`src/rtl/launcher_pkg.sv`:
```
// Shared types and the operand LFSR step function for prog_launcher.
package launcher_pkg;

    typedef enum logic [2:0] {
        IDLE,
        PRELOAD,
        CORE_RST,
        REQ,
        RUN,
        READBACK,
        REPORT
    } state_t;

    // Feedback taps q7, q5, q4, q3
    localparam logic [7:0] LFSR_TAPS = 8'b1011_1000;

    function automatic logic [7:0] lfsr_next(input logic [7:0] q);
        return {q[6:0], ^(q & LFSR_TAPS)};
    endfunction

endpackage

```
`src/rtl/prog_launcher_lfsr8.sv`:
```
// 8-bit Fibonacci LFSR that produces the operand bytes written during preload.
module lfsr8
    import launcher_pkg::*;
(
    input  logic       clk,
    input  logic       reset,
    input  logic       load,
    input  logic [7:0] seed,
    input  logic       step,
    output logic [7:0] q
);

    // Load takes priority so a fresh run always starts from the seed.
    always_ff @(posedge clk or posedge reset) begin
        if (reset) begin
            q <= 8'h01;
        end else if (load) begin
            q <= seed;
        end else if (step) begin
            q <= lfsr_next(q);
        end
    end

endmodule

```
`src/rtl/prog_launcher.sv`:
```
// Drives one full core run: preload, core reset/req, run timing, readback checksum.
// Optional watchdog on the RUN phase is enabled with `define PROG_LAUNCHER_WATCHDOG_EN.
module prog_launcher
    import launcher_pkg::*;
#(
    parameter int           LEN     = 32,
    parameter logic [7:0]   BASE    = 8'h00,
    parameter int           RLEN    = 32,
    parameter logic [7:0]   RBASE   = 8'h40,
    parameter logic [7:0]   SEED    = 8'hA5,
    parameter int           RST_CYC = 2,
    parameter int           CW      = 16,
    parameter int           TIMEOUT = 4096
) (
    input  logic          clk,
    input  logic          reset,
    input  logic          start,
    output logic          busy,
    output logic          finished,
    output logic          timeout,
    output logic [CW-1:0] cycles,
    output logic [15:0]   checksum,
    output logic          core_reset,
    output logic          core_req,
    input  logic          core_done,
    output logic          mem_own,
    output logic          mem_wr_en,
    output logic [7:0]    mem_addr,
    output logic [7:0]    mem_wr_dat,
    input  logic [7:0]    mem_rd_dat
);

`ifdef PROG_LAUNCHER_WATCHDOG_EN
    localparam bit WD_EN = 1'b1;
`else
    localparam bit WD_EN = 1'b0;
`endif

    localparam logic [7:0]    SEED_FIX  = (SEED == 8'h00) ? 8'h01 : SEED;
    localparam logic [15:0]   LEN_LAST  = 16'(LEN - 1);
    localparam logic [15:0]   RLEN_LAST = 16'(RLEN - 1);
    localparam logic [15:0]   RST_LAST  = 16'(RST_CYC - 1);
    localparam logic [CW-1:0] TO_LAST   = CW'(TIMEOUT - 1);
    localparam logic [CW-1:0] TO_CYC    = CW'(TIMEOUT);

    state_t      state;
    logic [15:0] cnt;
    logic [7:0]  lfsr_q;
    logic        accept;

    assign accept = (state == IDLE) && start;

    lfsr8 u_lfsr (
        .clk   (clk),
        .reset (reset),
        .load  (accept),
        .seed  (SEED_FIX),
        .step  (state == PRELOAD),
        .q     (lfsr_q)
    );

    // All outputs are registered and set up on the edge that enters the state they belong to.
    always_ff @(posedge clk or posedge reset) begin
        if (reset) begin
            state      <= IDLE;
            cnt        <= '0;
            busy       <= 1'b0;
            finished   <= 1'b0;
            timeout    <= 1'b0;
            cycles     <= '0;
            checksum   <= '0;
            core_reset <= 1'b1;
            core_req   <= 1'b0;
            mem_own    <= 1'b0;
            mem_wr_en  <= 1'b0;
            mem_addr   <= '0;
            mem_wr_dat <= '0;
        end else begin
            core_req <= 1'b0;
            finished <= 1'b0;
            case (state)
                IDLE: begin
                    if (start) begin
                        cycles   <= '0;
                        checksum <= '0;
                        timeout  <= 1'b0;
                        busy     <= 1'b1;
                        cnt      <= '0;
                        if (LEN != 0) begin
                            state      <= PRELOAD;
                            mem_own    <= 1'b1;
                            mem_wr_en  <= 1'b1;
                            mem_addr   <= BASE;
                            mem_wr_dat <= SEED_FIX;
                        end else begin
                            state <= CORE_RST;
                        end
                    end
                end
                PRELOAD: begin
                    if (cnt == LEN_LAST) begin
                        state      <= CORE_RST;
                        cnt        <= '0;
                        mem_own    <= 1'b0;
                        mem_wr_en  <= 1'b0;
                        mem_addr   <= '0;
                        mem_wr_dat <= '0;
                    end else begin
                        cnt        <= cnt + 16'd1;
                        mem_addr   <= mem_addr + 8'd1;
                        mem_wr_dat <= lfsr_next(lfsr_q);
                    end
                end
                CORE_RST: begin
                    if (cnt == RST_LAST) begin
                        state      <= REQ;
                        core_reset <= 1'b0;
                        core_req   <= 1'b1;
                    end else begin
                        cnt <= cnt + 16'd1;
                    end
                end
                REQ: begin
                    state <= RUN;
                end
                // cycles doubles as the RUN index k until it saturates; done beats the watchdog.
                RUN: begin
                    if (core_done) begin
                        core_reset <= 1'b1;
                        cnt        <= '0;
                        if (RLEN != 0) begin
                            state    <= READBACK;
                            mem_own  <= 1'b1;
                            mem_addr <= RBASE;
                        end else begin
                            state    <= REPORT;
                            finished <= 1'b1;
                        end
                    end else if (WD_EN && cycles == TO_LAST) begin
                        core_reset <= 1'b1;
                        state      <= REPORT;
                        finished   <= 1'b1;
                        timeout    <= 1'b1;
                        cycles     <= TO_CYC;
                    end else if (cycles != '1) begin
                        cycles <= cycles + 1'b1;
                    end
                end
                READBACK: begin
                    checksum <= checksum + {8'h00, mem_rd_dat};
                    if (cnt == RLEN_LAST) begin
                        state    <= REPORT;
                        finished <= 1'b1;
                        mem_own  <= 1'b0;
                        mem_addr <= '0;
                    end else begin
                        cnt      <= cnt + 16'd1;
                        mem_addr <= mem_addr + 8'd1;
                    end
                end
                REPORT: begin
                    state <= IDLE;
                    busy  <= 1'b0;
                end
                default: begin
                    state <= IDLE;
                end
            endcase
        end
    end

endmodule

```
`config.mk`:
```
export PLATFORM = sky130hd
export DESIGN_NAME = prog_launcher
export DESIGN_NICKNAME = d
export VERILOG_FILES = /design/src/rtl/launcher_pkg.sv /design/src/rtl/prog_launcher_lfsr8.sv /design/src/rtl/prog_launcher.sv
export SDC_FILE = /design/constraint.sdc
export NUM_CORES = 1
export LEC_CHECK = 0
export ABC_AREA = 1
export ABC_CLOCK_PERIOD_IN_PS = 6300
export BUFFER_PORTS_ARGS = -buffer_cell sky130_fd_sc_hd__buf_2
export CORE_UTILIZATION = 65
export CTS_BUF_LIST = sky130_fd_sc_hd__clkbuf_4
export DETAILED_ROUTE_END_ITERATION = 6
export PLACE_DENSITY_LB_ADDON = 0.25
export SETUP_SLACK_MARGIN = 0.5
export SLEW_MARGIN = 20
export SYNTH_ARGS = -nofsm -noshare
export SYNTH_HDL_FRONTEND = slang
export SYNTH_HIERARCHICAL = 1
export SYNTH_SLANG_ARGS = --single-unit
```
`constraint.sdc`:
```
create_clock -name clk -period 6.3 [get_ports clk]
set_clock_uncertainty 0.15 [all_clocks]
set_input_delay 1.26 -clock clk [delete_from_list [all_inputs] [get_ports clk]]
set_output_delay 1.26 -clock clk [all_outputs]
set_load 0.05 [all_outputs]
```
==> results of run 1 <==
[cell usage after synthesis (2+ instances only)]
library cell,count
a21oi_1,8
and2_1,3
buf_2,4
buf_4,3
buf_6,4
conb_1,2
dfrtp_1,79
dfstp_2,2
ha_1,12
inv_1,72
inv_2,9
nand2_1,266
nand2_2,4
nand3_1,70
nand3_2,2
nand3b_1,7
nand4_1,13
nor2_1,66
nor2_2,3
nor2_4,6
nor3_1,5
o211ai_1,8
o21ai_0,27
o21ai_1,9
o21bai_1,8
or2_2,3
xnor2_1,2
xor2_1,13
[final cells by class]
type                            instances  area share [%]
Multi-Input combinational cell        554            47.5
Sequential cell                        81            36.1
Timing Repair Buffer                   66            5.92
Inverter                               81            5.40
Tap cell                               99            2.20
Clock inverter                          6            1.60
Clock buffer                           10            1.33
[logic make-up (layout without fill, tap and decap cells)]
kind of cell	Yosys count	after routing	synth area share (%)
and+or+nand+nor	450	450	38.3
AOI/OAI and AO/OA	67	67	7.75
buffers and inverters	93	163	7.80
DFF	81	81	40.0
adders and majority gates	13	13	3.36
xor gates and xnor gates	15	15	2.59
other	2	9	0.148
[registers in the layout, indices dropped and copies added (netlist names), 3 cells and up]
name / cells
u_lfsr/q: 8
mem_wr_dat: 8
state: 3
mem_addr: 8
cycles: 16
checksum: 16
cnt: 16
[layer usage]
metal	routed length (um)	up-vias	track usage, %	share of wire, %
met5	0	-	0	0
met4	204	0	12.5	1.8
met3	518	21	3.54	4.6
met2	5640	136	52.6	50
met1	4880	2269	35.6	43
li1	-	2428	-	-
[power groups by stage]
| stage | clock network, mW | registers, mW | logic, mW |
|---|---|---|---|
| finish | 0.354 | 0.773 | 1.20 |
| global placement | 0 | 0.774 | 1.15 |
| floorplan | 0 | 1.04 | 0.690 |
| detailed placement | 0 | 0.781 | 1.18 |
| CTS | 0.360 | 0.771 | 1.19 |
| global route | 0.380 | 0.791 | 1.32 |
[worst min path at each step]
stage / end / startpoint / slack [ps]
after detailed placement: u_lfsr/q[7] / u_lfsr/q[6] / 330
after global routing: mem_wr_en / mem_wr_en / 400
after floorplan: mem_wr_dat[3] / u_lfsr/q[2] / 310
final: u_lfsr/q[7] / u_lfsr/q[6] / 360
after global placement: checksum[6] / checksum[6] / 340
after CTS: u_lfsr/q[7] / u_lfsr/q[6] / 370
[stage by stage]
stage | total power, mW | hold slack, ps | worst slack [ps] | utilization, % | cells
floorplan | 1.73 | 314 | 3040 | - | 728
global placement | 1.93 | 340 | 3340 | 73.7 | 881
detailed placement | 1.96 | 332 | 3280 | 73.7 | 881
CTS | 2.32 | 366 | 3610 | 75.9 | 897
global route | 2.49 | 398 | 3570 | 75.9 | 897
finish | 2.32 | 363 | 3630 | 75.9 | 897
==> impl_metrics.py, run 1 <==
metrics = {
    "power_and_ir_drop": {
        "p_seq_share_pct": 33.3,
        "p_int_mw": 1.12,
        "power_density_mw_per_mm2": 413,
        "ir_drop_uv": 305,
        "combPwrFrac_pct": 51.5,
        "switchingPower_mw": 1.20,
        "clkPwrFrac_pct": 15.2,
        "p_leak_nw": 3.02,
        "swShare_pct": 51.7,
    },
    "final_layout": {
        "nFillCells": 592,
        "drive_gt1_share_pct": 14.0,
        "final_cell_mix": "nand2_1, dfrtp_1, inv_1, nand3_1, nor2_1",
        "final-seq-area_mm2": 0.00203,
        "area_growth_pct": 11.0,
        "finalNetCount": 818,
        "diodes": 0,
        "multi_input_area_mm2": 0.00267,
        "mostFrequentLayoutCell": "nand2_1",
        "finalInstanceArea_mm2": 0.00563,
    },
    "critical_path": {
        "crit_path_max_incr_delay_ps": 580,
        "endpoint": "core_reset",
        "required_ps": 4890,
        "arrival_ps": 1260,
        "r2r.worst_path.cells": 9,
        "cp_cell_sequence": "buf_2",
        "cp_slowest_cell": "dfstp_2",
        "regToRegStartpoint": "cycles[1]",
        "critPathMaxFanout": 2,
        "path_delay_family": "flip-flops",
        "path_depth": 1,
        "cp.buffers_inverters": 1,
        "start_kind": "flop",
        "worst_setup_path_end_kind": "output pin",
        "reg2reg_slack_ps": 4070,
        "crit_type": "flop to output pin",
        "startpoint": "core_reset",
        "rr_endpoint": "cycles[7]",
    },
    "routing": {
        "drtIter0Drc": 296,
        "routed_via_density": 5.41,
        "final_antenna_net_count": 0,
        "wl_mm": 11.2,
        "vias": 4854,
        "post_drt_wl_per_cell_um": 12.5,
        "remaining_drc_errors": 0,
        "drt_first_pass_iters": 5,
    },
    "grt": {
        "grt_pass1_wl_mm": 19.7,
        "grt_max_degree": 74,
        "antenna_found_initial": 0,
        "grt.total_usage_pct": 29.4,
        "grt_overflow": 0,
        "grt_pass1_vias": 4600,
    },
    "logic_synthesis": {
        "ys_ff_latch": 81,
        "syn_area_per_cell_um2": 7.03,
        "yosysSeqAreaShare_pct": 40.0,
        "yosysTopAreaCell": "dfrtp_1",
        "syn_area_mm2": 0.00507,
        "synthTopCellsByArea": "dfrtp_1, nand2_1, nand3_1",
        "synth_cells": 721,
        "synth.top_cell.area_share_pct": 39.0,
        "ys_warn_count": 6,
        "synth_flop_cell": "dfrtp_1",
        "synth_cell_types": 39,
        "synthArstFlopShare_pct": 100,
        "synth-edff-count": 0,
    },
    "sta": {
        "maxSlewViolCount": 0,
        "slew_headroom_pct": 37.9,
        "setup_viol": 0,
        "rsz0062_at_grt": "false",
        "fin_crit_ps": 2670,
        "hold_viol_final": 0,
        "period_share_pct": 42.4,
        "fmax_ghz": 0.374,
        "fin_setup_tns_ps": 0,
        "worst_pin_slew_ps": 932,
    },
    "die": {
        "rows": 31,
        "die_area_mm2": 0.00815,
        "dieWidth_um": 90.3,
        "num_io_pins": 67,
        "core_mm2": 0.00741,
        "start_util_pct": 68.4,
        "die_height_um": 90.3,
    },
    "flow_run": {
        "cap_violations": 0,
    },
    "clocking": {
        "cts_setup_buffers": 0,
        "numCtsBuffers": 9,
        "cts_sinks": 81,
        "cts.path.max_buffers": 2,
        "cts_hold_buf": 0,
        "h-tree-depth": 3,
        "cts_tree": "built",
        "clk_latency_ps": 430,
        "cts_resized": 0,
        "cts_root_buffer": "clkbuf_4",
        "cts.clk_slew.worst_paths_ps": 130,
    },
    "placed_design": {
        "portBuffers": 65,
        "dpl_cell_area_mm2": 0.00546,
        "dpl.hpwl_mm": 8.09,
        "gp_congestion": 0.893,
    },
    "run_status": {
        "outcome": "completed",
    },
    "worst_hold_path": {
        "min_path_type": "flop to flop",
        "whs_path_depth": 2,
    },
}
Power figures use the tool's default switching activity.
==> run 2: changes to the inputs <==
Settings changed: ABC_CLOCK_PERIOD_IN_PS 6300 to 2100, CORE_UTILIZATION 65 to 54.
Clock period 6.3 ns to 2.1 ns, I/O delays scaled along.
==> run 2 against run 1 <==
Compared with the run above:
- the flow now finishes with violations (design-rule violations, negative setup slack)
- combinational power increased to 6.3 times the previous value
- clock power increased to 2.8 times the previous value
- highest routed layer unchanged
- utilization up 16 points
- largest cell class unchanged
- total power rose to 4.7 times the previous value
- first-iteration DRC count increased to 2.9 times the previous value
- largest power group unchanged
==> impl_metrics.py, run 2 (synthesized netlist as in run 1, its figures left out) <==
metrics = {
    "critical_path": {
        "cp_slowest_cell": "dfrtp_2",
        "cp_cell_sequence": "buf_4 > buf_4 > nand2_1 > nor2_1 > nand2_1 > o21bai_1 > nand3_1 > o21ai_2",
        "crit_type": "flop to flop",
        "critPathMaxFanout": 4,
        "r2r.worst_path.cells": 8,
        "crit_path_max_incr_delay_ps": 420,
        "worst_setup_path_end_kind": "flop",
        "start_kind": "flop",
        "required_ps": 2400,
        "arrival_ps": 2410,
    },
    "die": {
        "start_util_pct": 57.0,
        "dieWidth_um": 98.9,
        "die_area_mm2": 0.00978,
        "rows": 34,
        "die_height_um": 98.9,
        "core_mm2": 0.00889,
        "num_io_pins": 67,
    },
    "routing": {
        "post_drt_wl_per_cell_um": 24.0,
        "wl_mm": 25.0,
        "remaining_drc_errors": 11,
        "final_antenna_net_count": 0,
        "drtIter0Drc": 860,
        "vias": 6988,
        "drt_first_pass_iters": 7,
        "routed_via_density": 6.71,
    },
    "clocking": {
        "h-tree-depth": 3,
        "cts_root_buffer": "clkbuf_4",
        "numCtsBuffers": 9,
        "cts_tree": "built",
        "clk_latency_ps": 540,
        "cts_sinks": 81,
        "cts.path.max_buffers": 2,
        "cts.clk_slew.worst_paths_ps": 210,
    },
    "run_status": {
        "outcome": "finished with violations",
        "violations": "design-rule violations, negative setup slack",
    },
    "flow_run": {
        "cap_violations": 0,
    },
    "sta": {
        "setup_viol": 1,
        "setup_slack_ps": -14.3,
        "rsz0062_at_grt": "true",
        "fmax_ghz": 0.473,
        "fin_crit_ps": 2110,
        "period_share_pct": 101,
        "maxSlewViolCount": 0,
        "slew_headroom_pct": 65.4,
        "hold_viol_final": 0,
        "worst_pin_slew_ps": 517,
    },
    "placed_design": {
        "pre_cts_slack_ps": 172,
        "dpl.hpwl_mm": 8.98,
        "dpl.cell_count": 897,
        "portBuffers": 65,
        "gp_congestion": 0.875,
    },
    "grt": {
        "grt.total_usage_pct": 36.4,
        "antenna_found_initial": 2,
        "grt_overflow": 0,
        "grt_pass1_wl_mm": 28.0,
        "grt_max_degree": 28,
        "grt_pass1_vias": 5808,
    },
    "worst_hold_path": {
        "whs_path_depth": 3,
        "min_path_type": "input pin to flop",
    },
    "final_layout": {
        "area_growth_pct": 62.0,
        "mostFrequentLayoutCell": "nand2_1",
        "final_cell_mix": "nand2_1, buf_4, buf_6, nand2_2, inv_1",
        "final_cells": 1041,
        "finalNetCount": 952,
        "largest_registers": "checksum (16), cnt (16), cycles (16)",
        "drive_gt1_share_pct": 50.2,
    },
    "power_and_ir_drop": {
        "ir_drop_uv": 1160,
        "p_leak_nw": 3.98,
        "power_density_mw_per_mm2": 1340,
    },
}
## run 2: metal layers
metal	GRT usage, %	vias to the layer above	share of wire [%]
li1	-	2713	-
met1	43.2	3177	32
met2	62.5	786	45
met3	6.74	312	13
met4	20.2	0	11
met5	0	-	0
## run 2: worst max-delay path: cells and delay by family (launching register included)
kind	cells	cell delay [ps]
DFF	1	420
and+or+nand+nor	4	640
buffers and inverters	2	250
AOI/OAI and AO/OA	2	560
## run 2: path summary, 6_finish.rpt
check	from	end	slack, ps
setup reg to reg	cycles[10]	cycles[11]	-10
max in group asynchronous	reset	core_reset	840
hold / removal	mem_rd_dat[0]	checksum[0]	180
hold reg to reg	cnt[15]	cnt[15]	400
min in group asynchronous	reset	u_lfsr/q[4]	280
setup / recovery	cycles[10]	cycles[11]	-10
## run 2: what timing repair did
action                                 CTS  global route
resized for setup                      234           154
hold buffers                             1             0
endpoints found under the hold margin   26             0
pin swaps                               55            66
setup buffers                           75            44
gates cloned                             5             2
setup endpoints to repair              131           132
## run 2: final cells by class
class / count / area (um2)
Antenna cell: 1 / 2.50
Multi-Input combinational cell: 557 / 3660
Clock inverter: 7 / 52.6
Inverter: 81 / 357
Fill cell: 275 / 678
Timing Repair Buffer: 195 / 1840
Clock buffer: 9 / 67.6
Sequential cell: 81 / 2080
Timing Repair inverter: 2 / 20.0
Tap cell: 108 / 135
## run 2: power by group
| part | total, mW | internal [mW] | switching [mW] |
|---|---|---|---|
| clock network | 1.00 | 0.251 | 0.753 |
| logic | 7.50 | 2.86 | 4.64 |
| registers | 2.50 | 1.98 | 0.525 |
| total | 11.0 | 5.09 | 5.92 |
## run 2: metrics by stage
step | hold slack (ps) | TNS, ps | instance area [um2] | total power, mW | util [%]
floorplan | 84.9 | 0 | 5350 | 5.43 | -
finish | 177 | -14.3 | 8210 | 11.0 | 92.4
CTS | 193 | 0 | 7310 | 8.81 | 82.3
global route | 194 | -708 | 8210 | 11.3 | 92.3
global placement | 250 | 0 | 5780 | 6.14 | 65.0
detailed placement | 257 | 0 | 5780 | 6.27 | 65.0
==> run 3: changes to the inputs <==
Settings changed: BUFFER_PORTS_ARGS -buffer_cell sky130_fd_sc_hd__buf_2 to -buffer_cell sky130_fd_sc_hd__buf_4.
==> run 3 against run 2 <==
Compared with the run above:
- the flow finishes with violations (design-rule violations)
- sequential share of layout area increased by 0.43 points
- global-route usage decreased by 3.2 points
- critical path depth unchanged
- total power decreased by 6.4%
- cell area decreased by 2.0%
- sequential power about the same
- sequential cell count unchanged
- final cell count decreased by 1.4%
- die area unchanged
==> impl_metrics.py, run 3 (synthesized netlist as in run 1, its figures left out) <==
metrics = {
    "run_status": {
        "outcome": "finished with violations",
        "violations": "design-rule violations",
    },
    "power_and_ir_drop": {
        "p_leak_nw": 3.87,
        "finalPower_mw": 10.3,
        "ir_drop_uv": 1010,
        "power_density_mw_per_mm2": 1280,
    },
    "critical_path": {
        "arrival_ps": 2300,
        "required_ps": 2310,
        "cp.buffers_inverters": 3,
        "cp_cell_sequence": "nor2_4 > inv_2 > nor2_4 > clkinv_4 > nor3_2 > nand3_1 > nand2_1 > inv_1",
        "crit_type": "flop to flop",
        "crit_top_cell": "nor2_4",
        "crit_path_max_incr_delay_ps": 520,
        "path_delay_family": "simple AND/OR/NAND/NOR gates",
        "r2r.worst_path.cells": 8,
        "regToRegStartpoint": "state[1]",
        "cp_slowest_cell": "dfrtp_2",
        "critPathMaxFanout": 5,
        "path_depth": 8,
        "reg2reg_slack_ps": 10,
        "start_kind": "flop",
        "worst_setup_path_end_kind": "flop",
        "rr_endpoint": "checksum[15]",
    },
    "sta": {
        "setup_viol": 0,
        "hold_viol_final": 0,
        "fmax_ghz": 0.479,
        "rsz0062_at_grt": "true",
        "setup_slack_ps": 10.7,
        "period_share_pct": 99.5,
        "maxSlewViolCount": 0,
        "fin_crit_ps": 2090,
    },
    "grt": {
        "grt_pass1_vias": 5540,
        "antenna_found_initial": 1,
        "grt_max_degree": 32,
        "grt_pass1_wl_mm": 25.7,
        "grt.total_usage_pct": 33.3,
        "grt_overflow": 0,
    },
    "routing": {
        "wl_mm": 21.9,
        "routed_via_density": 6.34,
        "remaining_drc_errors": 2,
        "drtIter0Drc": 627,
        "vias": 6507,
        "post_drt_wl_per_cell_um": 21.3,
        "drt_first_pass_iters": 7,
        "final_antenna_net_count": 0,
    },
    "die": {
        "dieWidth_um": 98.9,
        "num_io_pins": 67,
        "start_util_pct": 57.0,
        "die_area_mm2": 0.00978,
        "die_height_um": 98.9,
        "core_mm2": 0.00889,
        "rows": 34,
    },
    "final_layout": {
        "largest_registers": "checksum (16), cnt (16), cycles (16)",
        "fin_util_pct": 90.5,
        "final-seq-area_mm2": 0.00207,
        "multi_input_area_mm2": 0.00357,
        "finalInstanceArea_mm2": 0.00805,
        "drive_gt1_share_pct": 47.9,
        "final_cell_mix": "nand2_1, buf_4, buf_6, nand2_2, inv_1",
        "mostFrequentLayoutCell": "nand2_1",
        "diodes": 0,
        "finalNetCount": 938,
        "final_cells": 1026,
        "area_growth_pct": 58.7,
        "nFillCells": 345,
    },
    "placed_design": {
        "dpl.hpwl_mm": 8.91,
        "portBuffers": 65,
        "gp_congestion": 0.862,
        "dpl_cell_area_mm2": 0.00596,
        "pre_cts_slack_ps": 196,
        "dpl.cell_count": 897,
    },
    "clocking": {
        "cts_sinks": 81,
        "cts.path.max_buffers": 2,
        "h-tree-depth": 3,
        "clk_latency_ps": 500,
        "numCtsBuffers": 9,
        "cts_root_buffer": "clkbuf_4",
        "cts_tree": "built",
        "cts.clk_slew.worst_paths_ps": 140,
    },
    "flow_run": {
        "cap_violations": 0,
    },
    "worst_hold_path": {
        "min_path_type": "input pin to flop",
        "hold_start": "mem_rd_dat[0]",
        "whs_path_depth": 3,
        "worst_hold_path.endpoint": "checksum[0]",
    },
}
==> run 3: cell count changes in the layout (fill, tap and decap cells not counted), sizes merged <==
cell	before	now
inv	79	81
nand2	273	271
buf	193	183
diode	1	0
clkinvlp	7	4
clkbuf	10	9
==> run 3: worst register-to-register path, stage by stage, from the launching register on <==
cell and delay, ps:
dfrtp_2 520, nor2_4 230, inv_2 100, nor2_4 210
clkinv_4 160, nor3_2 280, nand3_1 130, nand2_1 140
inv_1 70
==> run 3: area by class of cell <==
class	instances	area share, %
Clock buffer	9	0.840
Inverter	81	4.28
Timing Repair Buffer	184	22.2
Sequential cell	81	25.8
Tap cell	108	1.68
Clock inverter	7	0.669
Multi-Input combinational cell	555	44.4
Timing Repair inverter	1	0.140
==> run 3: layer usage <==
metal / share of wire [%] / vias up / global-route usage (%)
met1: 33 / 3009 / 40.0
met3: 11 / 234 / 6.17
li1: - / 2684 / -
met2: 47 / 580 / 59.0
met5: 0 / - / 0
met4: 8.2 / 0 / 12.9
==> run 3: worst max path at each step <==
stage / startpoint / to / slack, ps
after floorplan: checksum[0] / checksum[8] / 210
after global placement: mem_rd_dat[0] / checksum[8] / 250
after detailed placement: mem_rd_dat[0] / checksum[8] / 200
after CTS: checksum[0] / checksum[8] / 310
after global routing: state[0] / checksum[15] / -40
final: state[1] / checksum[15] / 10
==> run 3: what timing repair did <==
action,4_1_cts,5_1_grt
cloned,2,1
hold endpoints to repair,20,0
gates resized for setup,159,163
hold buffers,1,0
setup buffers,72,37
endpoints found under the setup margin,127,132
pin swaps,44,74
==> run 3: where the power goes <==
group          switching, mW  internal, mW
combinational           4.26          2.63
clock                  0.689         0.251
sequential             0.493          1.97
total                   5.45          4.86
==> run 3: through the flow <==
stage / TNS [ps] / hold slack (ps)
after global placement: 0 / 249
after floorplan: 0 / 84.9
after global routing: -38.3 / 188
final: 0 / 203
after detailed placement: 0 / 257
after CTS: 0 / 173
